## config.mk

```make
export PLATFORM = sky130hd
export DESIGN_NAME = sw_event_gen_flat
export DESIGN_NICKNAME = d
export VERILOG_FILES = /design/src/rtl/sw_event_gen_if.sv /design/src/rtl/sw_event_gen.sv /design/src/flat_wrapper.sv
export SDC_FILE = /design/constraint.sdc
export NUM_CORES = 1
export LEC_CHECK = 0
export ABC_AREA = 1
export BUFFER_PORTS_ARGS = -buffer_cell sky130_fd_sc_hd__clkbuf_2
export CAP_MARGIN = 30
export CELL_PAD_IN_SITES_DETAIL_PLACEMENT = 0
export CELL_PAD_IN_SITES_GLOBAL_PLACEMENT = 1
export CORE_UTILIZATION = 50
export DETAILED_ROUTE_END_ITERATION = 12
export GPL_TIMING_DRIVEN = 0
export HOLD_SLACK_MARGIN = 0.08
export MAX_ROUTING_LAYER = met4
export PLACE_DENSITY_LB_ADDON = 0.1
export SKIP_CTS_REPAIR_TIMING = 1
export SLEW_MARGIN = 20
export SYNTH_ARGS = -nofsm -noshare
export SYNTH_HDL_FRONTEND = slang
export SYNTH_SLANG_ARGS = --single-unit
```

## constraint.sdc

```tcl
create_clock -name clk -period 21.1 [get_ports clk]
set_input_delay 1.055 -clock clk [delete_from_list [all_inputs] [get_ports clk]]
set_output_delay 1.055 -clock clk [all_outputs]
set_load 0.02 [all_outputs]
```

## src/rtl/sw_event_gen_if.sv

```systemverilog
// Pin-side and event-side signals of the switch conditioning stage.
// master = pin/consumer side, slave = sw_event_gen.
interface sw_event_gen_if #(
  parameter int N_SW = 4
);
  logic [N_SW-1:0] i_sw;
  logic [N_SW-1:0] o_level;
  logic [N_SW-1:0] o_press;
  logic [N_SW-1:0] o_release;
  logic [N_SW-1:0] o_long;
  logic [N_SW-1:0] o_rpt;

  modport master (output i_sw, input o_level, o_press, o_release, o_long, o_rpt);
  modport slave  (input i_sw, output o_level, o_press, o_release, o_long, o_rpt);
endinterface

```

## src/rtl/sw_event_gen.sv

```systemverilog
// Debounces N_SW active-low buttons into clean levels plus press/release/long/repeat pulses.
// Auto-repeat pulses on o_rpt exist only when SW_AUTO_REPEAT_EN is defined.
module sw_event_gen #(
  parameter int N_SW     = 4,
  parameter int DEB_CYC  = 500000,
  parameter int LONG_CYC = 50000000,
  parameter int RPT_CYC  = 10000000
) (
  input  logic          clk,
  input  logic          rst,
  sw_event_gen_if.slave sw
);

  typedef enum logic [1:0] {ST_REL, ST_PRS, ST_LNG} state_e;

  // A misconfigured instance never accepts a level change rather than misbehaving.
  localparam bit          CFG_OK    = (DEB_CYC >= 1) && (LONG_CYC >= 1) && (RPT_CYC >= 1);
  localparam logic [31:0] DEB_LAST  = 32'(DEB_CYC - 1);
  localparam logic [31:0] LONG_LAST = 32'(LONG_CYC - 1);
`ifdef SW_AUTO_REPEAT_EN
  localparam logic [31:0] RPT_LAST  = 32'(RPT_CYC - 1);
`endif

  logic [N_SW-1:0] level_w, press_w, release_w, long_w, rpt_w;

  for (genvar gi = 0; gi < N_SW; gi++) begin : g_ch
    logic        sync1_q, sync2_q;
    logic        s, level, accept;
    logic [31:0] deb_cnt_q, deb_cnt_d;
    logic [31:0] hold_cnt_q, hold_cnt_d;
    state_e      state_q, state_d;
    logic        press_q, press_d, release_q, release_d, long_q, long_d;
`ifdef SW_AUTO_REPEAT_EN
    logic [31:0] rpt_cnt_q, rpt_cnt_d;
    logic        rpt_q, rpt_d;
`endif

    assign s     = ~sync2_q;
    assign level = (state_q != ST_REL);

    // Any cycle where the synchronized pin agrees with the level restarts the count.
    always_comb begin
      deb_cnt_d = '0;
      accept    = 1'b0;
      if (s != level) begin
        if (deb_cnt_q == DEB_LAST) begin
          accept = CFG_OK;
        end else begin
          deb_cnt_d = deb_cnt_q + 32'd1;
        end
      end
    end

    always_comb begin
      state_d    = state_q;
      hold_cnt_d = hold_cnt_q;
      press_d    = 1'b0;
      release_d  = 1'b0;
      long_d     = 1'b0;
`ifdef SW_AUTO_REPEAT_EN
      rpt_cnt_d  = rpt_cnt_q;
      rpt_d      = 1'b0;
`endif
      case (state_q)
        ST_REL: begin
          if (accept) begin
            press_d    = 1'b1;
            hold_cnt_d = '0;
            state_d    = ST_PRS;
          end
        end
        ST_PRS: begin
          // Release is tested first so it wins over a coincident long-press.
          if (accept) begin
            release_d = 1'b1;
            state_d   = ST_REL;
          end else if (hold_cnt_q == LONG_LAST) begin
            long_d  = 1'b1;
            state_d = ST_LNG;
`ifdef SW_AUTO_REPEAT_EN
            rpt_cnt_d = '0;
            rpt_d     = 1'b1;
`endif
          end else begin
            hold_cnt_d = hold_cnt_q + 32'd1;
          end
        end
        ST_LNG: begin
          if (accept) begin
            release_d = 1'b1;
            state_d   = ST_REL;
          end
`ifdef SW_AUTO_REPEAT_EN
          else if (rpt_cnt_q == RPT_LAST) begin
            rpt_cnt_d = '0;
            rpt_d     = 1'b1;
          end else begin
            rpt_cnt_d = rpt_cnt_q + 32'd1;
          end
`endif
        end
        default: state_d = ST_REL;
      endcase
    end

    always_ff @(posedge clk or posedge rst) begin
      if (rst) begin
        sync1_q    <= 1'b1;
        sync2_q    <= 1'b1;
        deb_cnt_q  <= '0;
        hold_cnt_q <= '0;
        state_q    <= ST_REL;
        press_q    <= 1'b0;
        release_q  <= 1'b0;
        long_q     <= 1'b0;
`ifdef SW_AUTO_REPEAT_EN
        rpt_cnt_q  <= '0;
        rpt_q      <= 1'b0;
`endif
      end else begin
        sync1_q    <= sw.i_sw[gi];
        sync2_q    <= sync1_q;
        deb_cnt_q  <= deb_cnt_d;
        hold_cnt_q <= hold_cnt_d;
        state_q    <= state_d;
        press_q    <= press_d;
        release_q  <= release_d;
        long_q     <= long_d;
`ifdef SW_AUTO_REPEAT_EN
        rpt_cnt_q  <= rpt_cnt_d;
        rpt_q      <= rpt_d;
`endif
      end
    end

    assign level_w[gi]   = level;
    assign press_w[gi]   = press_q;
    assign release_w[gi] = release_q;
    assign long_w[gi]    = long_q;
`ifdef SW_AUTO_REPEAT_EN
    assign rpt_w[gi]     = rpt_q;
`else
    assign rpt_w[gi]     = 1'b0;
`endif
  end

  assign sw.o_level   = level_w;
  assign sw.o_press   = press_w;
  assign sw.o_release = release_w;
  assign sw.o_long    = long_w;
  assign sw.o_rpt     = rpt_w;

endmodule
```

## src/flat_wrapper.sv

```systemverilog
// flat-port wrapper written by rule: the top's interface ports become plain ports
module sw_event_gen_flat 
#(
  parameter int N_SW     = 4,
  parameter int DEB_CYC  = 500000,
  parameter int LONG_CYC = 50000000,
  parameter int RPT_CYC  = 10000000
)
  (clk, rst, sw_i_sw, sw_o_level, sw_o_press, sw_o_release, sw_o_long, sw_o_rpt);
  sw_event_gen_if #(.N_SW(N_SW)) sw_i ();
  input  logic clk;
  input  logic rst;
  input wire logic [$bits(sw_i.i_sw)-1:0] sw_i_sw;
  output wire logic [$bits(sw_i.o_level)-1:0] sw_o_level;
  output wire logic [$bits(sw_i.o_press)-1:0] sw_o_press;
  output wire logic [$bits(sw_i.o_release)-1:0] sw_o_release;
  output wire logic [$bits(sw_i.o_long)-1:0] sw_o_long;
  output wire logic [$bits(sw_i.o_rpt)-1:0] sw_o_rpt;
  assign sw_i.i_sw = sw_i_sw;
  assign sw_o_level = sw_i.o_level;
  assign sw_o_press = sw_i.o_press;
  assign sw_o_release = sw_i.o_release;
  assign sw_o_long = sw_i.o_long;
  assign sw_o_rpt = sw_i.o_rpt;
  sw_event_gen #(.N_SW(N_SW), .DEB_CYC(DEB_CYC), .LONG_CYC(LONG_CYC), .RPT_CYC(RPT_CYC)) u_core (.clk(clk), .rst(rst), .sw(sw_i));
endmodule
```

==> run summary <==
Fin. Hold Viols: 0
Post-DP Area: 19,100 sq um
final routed wire length divided by cell count: 14.2 um
clock input transition at the sequential cells of the worst setup and hold paths: 60 ps
worst reg-to-reg setup slack: 18,770 ps
most used flip-flop cell after synthesis: sky130_fd_sc_hd__dfrtp_1
synthesized area per cell: 6.55 sq um
worst flop-to-flop path startpoint: u_core.g_ch[0].state_q[0]
clock root buffer: sky130_fd_sc_hd__clkbuf_16
count of antenna diodes in the layout: 0
launching instance or port of the critical path: u_core.g_ch[3].state_q[0]
kind of start point of the critical path: register
wire length of the first global-routing pass: 80,200 um
number of iterations in the first detailed-routing pass: 5
Initial Util: 51.2%
result of the run: finished clean
GP Congestion: 0.930
violation count after the first detailed-route iteration: 1,195
count of standard-cell rows: 69
final setup violating endpoints: 0
flop and latch count out of synthesis: 284
Worst Setup Path Type: register to output pin
Min-Delay Startpoint: u_core.g_ch[3].sync1_q
Std-Cell Core Area: 35,800 sq um
maximum fanout along the worst path: 6
number of vias after detailed routing: 17.4k
clk buf depth: 3
final cell count without fillers: 3,353
number of top-level pins: 26
Final nets: 2,891
count of placed standard cells including taps: 3,288
type of the tightest min-delay check: register to register
post-synthesis cell area: 18,300 sq um
sum of negative setup slack: 0 ps
commonest non-fill, non-tap cell in the layout: sky130_fd_sc_hd__nand2_1
kind of end point of the critical path: output pin
RSZ-0062 raised after global routing: no
Via-to-Cell Ratio: 5.17
fin crit share: 13.3%
number of enable-type register cells in the synthesized netlist: 0
detailed-placement wirelength estimate: 35,200 um
total power: 1.24 mW
Chip Height: 194 um
clock tree sinks: 284
number of I/O port buffers: 21
hold path depth: 0
Synth warnings: 0
pin count of the biggest net entering global routing: 85
Die Width: 194 um
via count of the first global-routing pass: 16.5k
post-synth cell types: 36
Max-cap violations: 0
layout overhead on the synthesized area: 11.3%
fin. max-slew vios: 0
maximum VDD drop: 61.8 uV
H-Tree Depth: 2
overflow left after global routing: 0
initial antenna violation count: 0
Gate Count Post-Synth: 2,800
R2R depth: 7
TritonCTS clock tree: done
sequential share of the synthesized area: 38.8%
most frequent cells in the layout: sky130_fd_sc_hd__nand2_1, sky130_fd_sc_hd__nor2_1, sky130_fd_sc_hd__dfrtp_1, sky130_fd_sc_hd__inv_1, sky130_fd_sc_hd__nand3_1
global-route usage over all layers: 26.5%
share of synthesized registers carrying an async set or reset: 100%
upper clock frequency limit: 356 MHz
Antenna Nets Post-Route: 0
worst rel slew slack: 48.9%
final instance area: 20,400 sq um
shortest clock period the worst path allows after layout: 2810 ps
number of DRC violations after detailed routing: 0
required time at the endpoint of the critical path: 20,050 ps
total clock buffers created by CTS: 36
arrival time at the worst endpoint: 1750 ps
Worst Clk Skew: 17.9 ps
clock latency on the worst-skew pair: 550 ps
full die area: 37,500 sq um
Routed Wire Length: 47,800 um
proportion of layout cells with a drive suffix above 1: 5.84%
transition time at the pin with the least slew margin: 760 ps
power per standard cell area: 60.8 nW/um^2
leakage power total: 9.04 nW
==> Yosys cell counts, types with 9 or more instances <==
cell	count	share of area, %
sky130_fd_sc_hd__buf_4	23	0.94
sky130_fd_sc_hd__nand4_1	52	1.8
sky130_fd_sc_hd__buf_6	9	0.55
sky130_fd_sc_hd__xor2_1	66	3.2
sky130_fd_sc_hd__o21ai_0	36	0.98
sky130_fd_sc_hd__a21oi_1	60	1.6
sky130_fd_sc_hd__clkbuf_1	24	0.49
sky130_fd_sc_hd__buf_2	21	0.57
sky130_fd_sc_hd__nand3_1	209	5.7
sky130_fd_sc_hd__inv_1	273	5.6
sky130_fd_sc_hd__dfrtp_1	276	38
sky130_fd_sc_hd__nor3b_1	18	0.74
sky130_fd_sc_hd__xnor2_1	24	1.1
sky130_fd_sc_hd__ha_1	20	1.4
sky130_fd_sc_hd__nor3_1	117	3.2
sky130_fd_sc_hd__nand2_1	912	19
sky130_fd_sc_hd__nor2_1	580	12
==> path summary, 6_finish.rpt <==
path                                           endpoint
setup reg to reg           u_core.g_ch[0].deb_cnt_q[19]
hold / removal                   u_core.g_ch[3].sync2_q
max in group asynchronous  u_core.g_ch[3].deb_cnt_q[21]
setup / recovery                          sw_o_level[3]
min in group asynchronous  u_core.g_ch[0].deb_cnt_q[25]
hold reg to reg                  u_core.g_ch[3].sync2_q
==> final cells by class <==
class	count	area, sq um
buffer	77	469
clock buffer	50	1040
clock inverter	15	246
fill	3534	15400
inverter	275	1040
multi-input combinational	2167	9740
sequential	284	7120
tap	461	577
timing repair buffer	24	188
==> registers in the layout, indices dropped and copies added (netlist names) <==
name	count
u_core.g_ch.sync1_q	4
u_core.g_ch.hold_cnt_q	128
u_core.g_ch.long_q	4
u_core.g_ch.release_q	4
u_core.g_ch.state_q	8
u_core.g_ch.press_q	4
u_core.g_ch.sync2_q	4
u_core.g_ch.deb_cnt_q	128
==> cell families (layout without fill, tap and decap cells) <==
| logic type | after synthesis | count (layout) | share of synthesized area [%] |
|---|---|---|---|
| xor gates and xnor gates | 92 | 92 | 4.47 |
| adders and majority gates | 20 | 20 | 1.36 |
| AOI/OAI and AO/OA | 117 | 117 | 3.44 |
| DFF | 284 | 284 | 38.8 |
| other | 1 | 4 | 0.0204 |
| buffers and inverters | 352 | 441 | 8.18 |
| and+or+nand+nor | 1934 | 1934 | 43.7 |
==> worst max-delay path: stages (launching register included) <==
cell,delay (ps)
sky130_fd_sc_hd__dfrtp_1,400
sky130_fd_sc_hd__inv_1,100
sky130_fd_sc_hd__ha_1,340
sky130_fd_sc_hd__inv_1,100
sky130_fd_sc_hd__buf_4,140
sky130_fd_sc_hd__clkbuf_2,140
==> stage by stage <==
| step | setup WS (ps) | util (%) | hold slack, ps |
|---|---|---|---|
| 6_report | 18290 | 57.0 | 356 |
| 5_1_grt | 18190 | 57.0 | 357 |
| 4_1_cts | 18260 | 57.0 | 356 |
| 3_5_place_dp | 18720 | 53.4 | 348 |
| 3_3_place_gp | 8720 | 53.1 | 346 |
| 2_1_floorplan | 12220 | - | 345 |
==> power breakdown <==
group / total [mW] / internal (mW) / switching, mW
Clock: 0.667 / 0.418 / 0.249
Sequential: 0.550 / 0.548 / 0.00219
Combinational: 0.0246 / 0.00557 / 0.0191
Total: 1.24 / 0.972 / 0.270
==> routing by layer <==
metal  share of wire (%)  routed length (um)  GRT usage, %  vias to the layer above
met4                 2.3                1080          8.06                        0
met2                  46               22100          42.9                      350
met3                 4.2                2020          2.81                       81
met5                   0                   0             -                        -
met1                  47               22500          35.1                     8011
li1                    -                   -             -                     8908
Power figures use the tool's default switching activity.
